[src/rtl/rgb888_to_vga24.sv]
// rgb888_to_vga24: packs R/G/B channels into a 24-bit VGA word behind a registered 2-entry skid buffer.
// Build option: define RGB888_BIT_REPLICATE_EN to expand narrow channels by bit replication instead of zero padding.
module rgb888_to_vga24 #(
  parameter int WIDTH_RED   = 8,
  parameter int WIDTH_GREEN = 8,
  parameter int WIDTH_BLUE  = 8
) (
  input  logic                   clk,
  input  logic                   rst_n,
  input  logic                   s_valid,
  output logic                   s_ready,
  input  logic [WIDTH_RED-1:0]   r,
  input  logic [WIDTH_GREEN-1:0] g,
  input  logic [WIDTH_BLUE-1:0]  b,
  input  logic                   s_sof,
  input  logic                   s_eol,
  output logic                   m_valid,
  input  logic                   m_ready,
  output logic [23:0]            vga_data,
  output logic                   m_sof,
  output logic                   m_eol
);

  function automatic logic [7:0] expand(input logic [7:0] c, input int w);
    logic [7:0] e;
    e = '0;
`ifdef RGB888_BIT_REPLICATE_EN
    for (int i = 0; i < 8; i++) e[7-i] = c[w-1-(i%w)];
`else
    e = c << (8 - w);
`endif
    return e;
  endfunction

  logic [25:0] in_payload, main_q, main_d, skid_q, skid_d;
  logic        main_valid, main_valid_d, skid_full, skid_full_d, ready_q, in_acc;

  assign in_acc     = s_valid && ready_q;
  assign in_payload = {s_sof, s_eol, expand(8'(r), WIDTH_RED), expand(8'(g), WIDTH_GREEN),
                       expand(8'(b), WIDTH_BLUE)};

  // Main register refills from the skid first, then from the input; a stalled main spills the input into the skid.
  always_comb begin
    main_d       = main_q;
    main_valid_d = main_valid;
    skid_d       = skid_q;
    skid_full_d  = skid_full;
    if (!main_valid || m_ready) begin
      main_valid_d = skid_full || in_acc;
      main_d       = skid_full ? skid_q : in_acc ? in_payload : main_q;
      skid_full_d  = 1'b0;
    end else if (in_acc) begin
      skid_d      = in_payload;
      skid_full_d = 1'b1;
    end
  end

  // State registers; ready is a flop so m_ready never reaches s_ready combinationally.
  always_ff @(posedge clk) begin
    if (!rst_n) begin
      main_q     <= '0;
      main_valid <= 1'b0;
      skid_q     <= '0;
      skid_full  <= 1'b0;
      ready_q    <= 1'b0;
    end else begin
      main_q     <= main_d;
      main_valid <= main_valid_d;
      skid_q     <= skid_d;
      skid_full  <= skid_full_d;
      ready_q    <= !skid_full_d;
    end
  end

  assign s_ready                  = ready_q;
  assign m_valid                  = main_valid;
  assign {m_sof, m_eol, vga_data} = main_q;

endmodule

[config.mk]
export PLATFORM = sky130hd
export DESIGN_NAME = rgb888_to_vga24
export DESIGN_NICKNAME = d
export VERILOG_FILES = /design/src/rtl/rgb888_to_vga24.sv
export SDC_FILE = /design/constraint.sdc
export NUM_CORES = 1
export LEC_CHECK = 0
export BUFFER_PORTS_ARGS = -buffer_cell sky130_fd_sc_hd__buf_2
export CAP_MARGIN = 20
export CORE_MARGIN = 5
export CORE_UTILIZATION = 50
export CTS_BUF_LIST = sky130_fd_sc_hd__clkbuf_4 sky130_fd_sc_hd__clkbuf_8
export DETAILED_ROUTE_END_ITERATION = 6
export PLACE_DENSITY_LB_ADDON = 0.15
export SLEW_MARGIN = 20
export SYNTH_ARGS = -nofsm -noshare
export SYNTH_HDL_FRONTEND = slang
export SYNTH_SLANG_ARGS = --single-unit
export TNS_END_PERCENT = 10
[constraint.sdc]
create_clock -name clk -period 1.6 [get_ports clk]
set_input_delay 0.24 -clock clk [delete_from_list [all_inputs] [get_ports clk]]
set_output_delay 0.24 -clock clk [all_outputs]
set_load 0.02 [all_outputs]
==> impl_metrics.ini, run 1 <==
[clock_network]
cts_buffers = 5
cts_hold_buffers = 0
worst_skew_pair.late_latency_ps = 300
clockRootBuffer = clkbuf_8
cts.sinks = 55
cts_buffer_depth = 2
ctsResizeCount = 0
tritoncts = built
cts_setup_buffers = 0
cts-htree-levels = 2
path_clk_slew_ps = 100

[synth]
syn-num-nets = 273
synth-edff-count = 0
ys.flop_type = dfxtp_1
netlist.area_leader.share_pct = 46.9
yosysTopAreaCell = dfxtp_1
ys_seq_elements = 55
synth_area_sq_um = 2350
avgSynthCellArea_sq_um = 9.66
synth_seq_area_share_pct = 46.9
ys_warn_count = 0
async_flop_share_pct = 0
synth_area_leaders = dfxtp_1, mux2i_1, o211a_1
syn_inst = 243
synth_cell_type_count = 18

[timing]
slew_viol_final = 0
hold_viol_final = 0
min_period_over_period_pct = 77.8
fin_tns_setup_ps = 0
rsz0062_at_grt = false
setup_viol = 0
slew_headroom_pct = 79.2
max_freq_mhz = 803
worstMarginPinSlew_ps = 311
period_minus_slack_ps = 1240
clock_skew_ps = 8.94
hold_ws_ps = 168

[floorplan]
core_sq_um = 4630
die-width_microns = 78.5
initial_core_util_pct = 50.7
io_pins = 58
die_h_microns = 78.5
dieArea_sq_um = 6170
fp-row-count = 25

[route]
drc = 0
avgRoutedWirePerCell_microns = 14.4
drt_iter0_drc = 149
drt-vias-per-instance = 5.29
antenna_left = 0
vias = 1850
drt_wl_total_microns = 5040
first_pass_iters = 5

[worst_hold_path]
hp-class = primary input to register

[place]
routabilityCongestion = 0.727
portBuffers = 57
place_area_sq_um = 2670
hpwl_microns = 3320

[global_route]
grt_pass1_wl_microns = 8510
grt_antenna_before_repair = 0
first_global_vias = 1809
track_usage_pct = 17.3
overflow = 0
grt_max_degree = 56

[final_layout]
fin_area_sq_um = 2780
drive_gt1_share_pct = 26.4
area_delta_synth_final_pct = 18.2
diodes = 0
finalNetCount = 325

[worst_setup_path]
worstPathArrival_ps = 1440
worst-setup-path-type = register to register
worst_setup_path_start_kind = register
crit_fanout = 8
end_kind = register
cp.required_ps = 1800

[pwr]
p_leak_uw = 0.00135
irDropWorstVdd_mv = 0.656
cellPowerDensity_nw_per_um2 = 949

[run_status]
outcome = completed

[run]
cap_violations = 0
==> critical path, cell delays in order (launching register included) <==
cell and delay [ps]:
dfxtp_2 480, buf_4 240, mux2i_1 200, nand3_1 90, o211a_1 130
==> cells in the final DEF, fill, tap and decap left out <==
master    count
clkbuf_4      1
dfxtp_1      54
nand3_1      26
buf_2        57
and2_4        1
nor3b_1       1
dfxtp_2       1
o211a_1      26
nand2b_1      1
nand2_1      52
buf_12        2
clkbuf_8      7
o21a_1        1
buf_4         9
nand4b_1      1
a21boi_1     27
mux2i_1      26
and4b_1       1
a21oi_1       1
a21o_1        1
==> registers in the layout, indices dropped and copies added, names as in the netlist <==
| name | flops |
|---|---|
| s_ready | 1 |
| main_q | 26 |
| skid_full | 1 |
| m_valid | 1 |
| skid_q | 26 |
==> cells in the mapped netlist (all sizes together), types with 10 or more instances <==
master / instances
dfxtp: 55
nand2: 52
a21boi: 27
mux2i: 26
nand3: 26
o211a: 26
clkbuf: 13
buf: 10
==> report_power, final <==
part	switching [uW]	internal [uW]	total (uW)
Combinational	195	148	343
Clock	425	413	838
Sequential	28.6	1430	1450
==> layout make-up <==
class                           count  area (sq um)
Fill cell                         438          1850
Tap cell                           54          67.6
Multi-Input combinational cell    165          1110
Clock buffer                        8           104
Timing Repair Buffer               68           393
Sequential cell                    55          1100
==> final timing paths <==
check	startpoint	endpoint	slack [ps]	cells after the start
worst min register to register	skid_q[9]	skid_q[9]	460	2
worst max-delay path	skid_full	main_q[9]	360	4
worst min-delay path	b[2]	skid_q[2]	170	3
worst max register to register	skid_full	main_q[9]	360	4
==> cells by family (layout without fill, tap and decap cells) <==
kind of cell | Yosys count | count (layout) | synth area share, %
flops | 55 | 55 | 46.9
compound gates | 56 | 56 | 20.6
buf+inv | 23 | 76 | 5.86
mux | 26 | 26 | 11.1
simple gates | 83 | 83 | 15.6
==> stage by stage <==
step	worst slack (ps)	instances	power [uW]	utilization [%]
4_1_cts	354	350	2670	60.0
3_3_place_gp	388	342	1830	57.7
3_5_place_dp	375	342	1830	57.7
6_report	355	350	2640	60.0
2_1_floorplan	207	243	1710	-
5_1_grt	266	350	2750	60.0
==> routing by layer <==
layer / wire, microns / track usage, % / vias to the layer above
met5: 0 / 0 / -
met4: 63 / 6.82 / 0
met3: 252 / 3.33 / 5
met2: 2360 / 29.1 / 44
met1: 2370 / 21.8 / 851
li1: - / - / 950
No activity file was read; power rests on OpenSTA's default activity.
==> run 2, diff against run 1 <==
CORE_UTILIZATION = 49   (was 50)
clock period = 1.02 ns   (was 1.6 ns; I/O delays follow)
==> run 2 against run 1 <==
Against the previous run: the run now ends with setup timing left; count of clock-buffer cells in the layout fell by 1; fmax rose by 11%; die area rose by 1.8%; final area rose by 5.8%; critical path depth fell by 1; core utilization rose by 2.6 points; non-clock buffer count rose by 6; clock power rose by 42%; register-to-register slack got worse by 460 ps; via count rose by 4.9%.
==> impl_metrics.ini, run 2 (same netlist as run 1, synthesis figures left out) <==
[run_status]
outcome = finished, violations left
failed_checks = setup timing

[timing]
max_freq_mhz = 890
slew_headroom_pct = 85.7
setup_viol = 54
hold_viol_final = 0
slew_viol_final = 0
clock_skew_ps = 3.96
period_minus_slack_ps = 1120
setup_ws_ps = -103
worstMarginPinSlew_ps = 214
hold_ws_ps = 86.8
rsz0062_at_grt = true
min_period_over_period_pct = 110

[floorplan]
dieArea_sq_um = 6280
core_sq_um = 4690
die-width_microns = 79.2
fp-row-count = 25
io_pins = 58
die_h_microns = 79.2
initial_core_util_pct = 50.1

[route]
antenna_left = 0
first_pass_iters = 5
drc = 0
met2RoutedLength_microns = 2560
drt-vias-per-instance = 5.40
wl_met3_microns = 361
wl_met1_microns = 2490
vias = 1940
avgRoutedWirePerCell_microns = 15.2
drt_wl_total_microns = 5470
drt_iter0_drc = 85
top_layer = met4

[worst_setup_path]
crit_fanout = 8
reg2reg_depth = 3
rr_startpoint = skid_full
end_kind = register
worst-setup-path-type = register to register
cp-startpoint = skid_full
cp.required_ps = 1220
worst_setup_path_start_kind = register
worstPathArrival_ps = 1320

[pwr]
power_frac_comb_pct = 14.7
swShare_pct = 25.2
irDropWorstVdd_mv = 1.32
p_leak_uw = 0.00141
p_int_uw = 3050
pwr-share-seq_pct = 56.1
cellPowerDensity_nw_per_um2 = 1390
switching_power_uw = 1020
clkPwrFrac_pct = 29.2

[place]
routabilityCongestion = 0.734
dp_cells = 348
place_area_sq_um = 2740
portBuffers = 57
hpwl_microns = 3600

[clock_network]
worst_skew_pair.late_latency_ps = 300
cts_buffer_depth = 2
clockRootBuffer = clkbuf_8
cts.sinks = 55
cts-htree-levels = 2
cts_hold_buffers = 0
tritoncts = built
cts_buffers = 5
path_clk_slew_ps = 90

[final_layout]
drive_gt1_share_pct = 31.1
finalNetCount = 334
diodes = 0
mostFrequentLayoutCells = nand2_1, buf_2, dfxtp_1
fillers = 415
largest_registers = main_q x26, skid_q x26
layout.cells.non_filler = 359
fin_area_sq_um = 2940
area_delta_synth_final_pct = 25.0

[global_route]
first_global_vias = 1907
overflow = 0
grt_pass1_wl_microns = 8890
track_usage_pct = 18.1
grt_antenna_before_repair = 0
grt_max_degree = 56

[worst_hold_path]
hp-class = primary input to register
hp-start = b[5]
whs_path_depth = 3

[run]
cap_violations = 0
run 2: cell count changes in the layout (fill, tap and decap cells not counted), sizes merged:
cell / delta
buf: +6
clkinv: +1
clkbuf: -1
and2: +3
run 2: power by group through the flow:
stage               Clock [uW]  Combinational [uW]  Sequential, uW
global route              1320                 649            2290
CTS                       1230                 586            2290
detailed placement           0                 558            2340
finish                    1190                 599            2280
floorplan                    0                 255            2430
global placement             0                 552            2340
run 2: path summary, 6_finish.rpt:
path	endpoint	slack, ps
worst max-delay path	main_q[25]	-100
worst min-delay path	skid_q[5]	90
worst max register to register	main_q[25]	-100
worst min register to register	skid_q[8]	450
run 2: layout make-up:
cell class	count	area (sq um)	area share [%]
Clock buffer	7	83.8	2.85
Clock inverter	1	5.00	0.170
Multi-Input combinational cell	168	1160	39.5
Sequential cell	55	1110	37.9
Timing Repair Buffer	74	509	17.3
Tap cell	54	67.6	2.30
run 2: repair_timing:
item                                   CTS  global route
gates resized for setup                 14            14
buffers inserted                         0             0
endpoints found under the hold margin    0             0
setup endpoints to repair               54            60
pin swaps                                3             8
gates cloned                             2             1
run 2: critical path, stage by stage, from the launching register on:
cell     delay (ps)
dfxtp_4         390
a21o_4          220
and2_4          200
o211a_1         210
run 2: metal layers:
metal | global-route usage [%] | vias up
met5 | 0 | -
li1 | - | 976
met4 | 5.67 | 0
met2 | 29.3 | 51
met1 | 23.8 | 907
met3 | 4.31 | 6
run 2: through the flow:
step	util (%)	total power (uW)	setup TNS (ps)	setup WS (ps)
floorplan	-	2680	-15920	-354
global placement	58.5	2890	-3880	-135
detailed placement	58.5	2890	-5550	-169
CTS	61.5	4100	-3090	-102
global route	62.6	4260	-5370	-146
finish	62.6	4070	-3100	-103
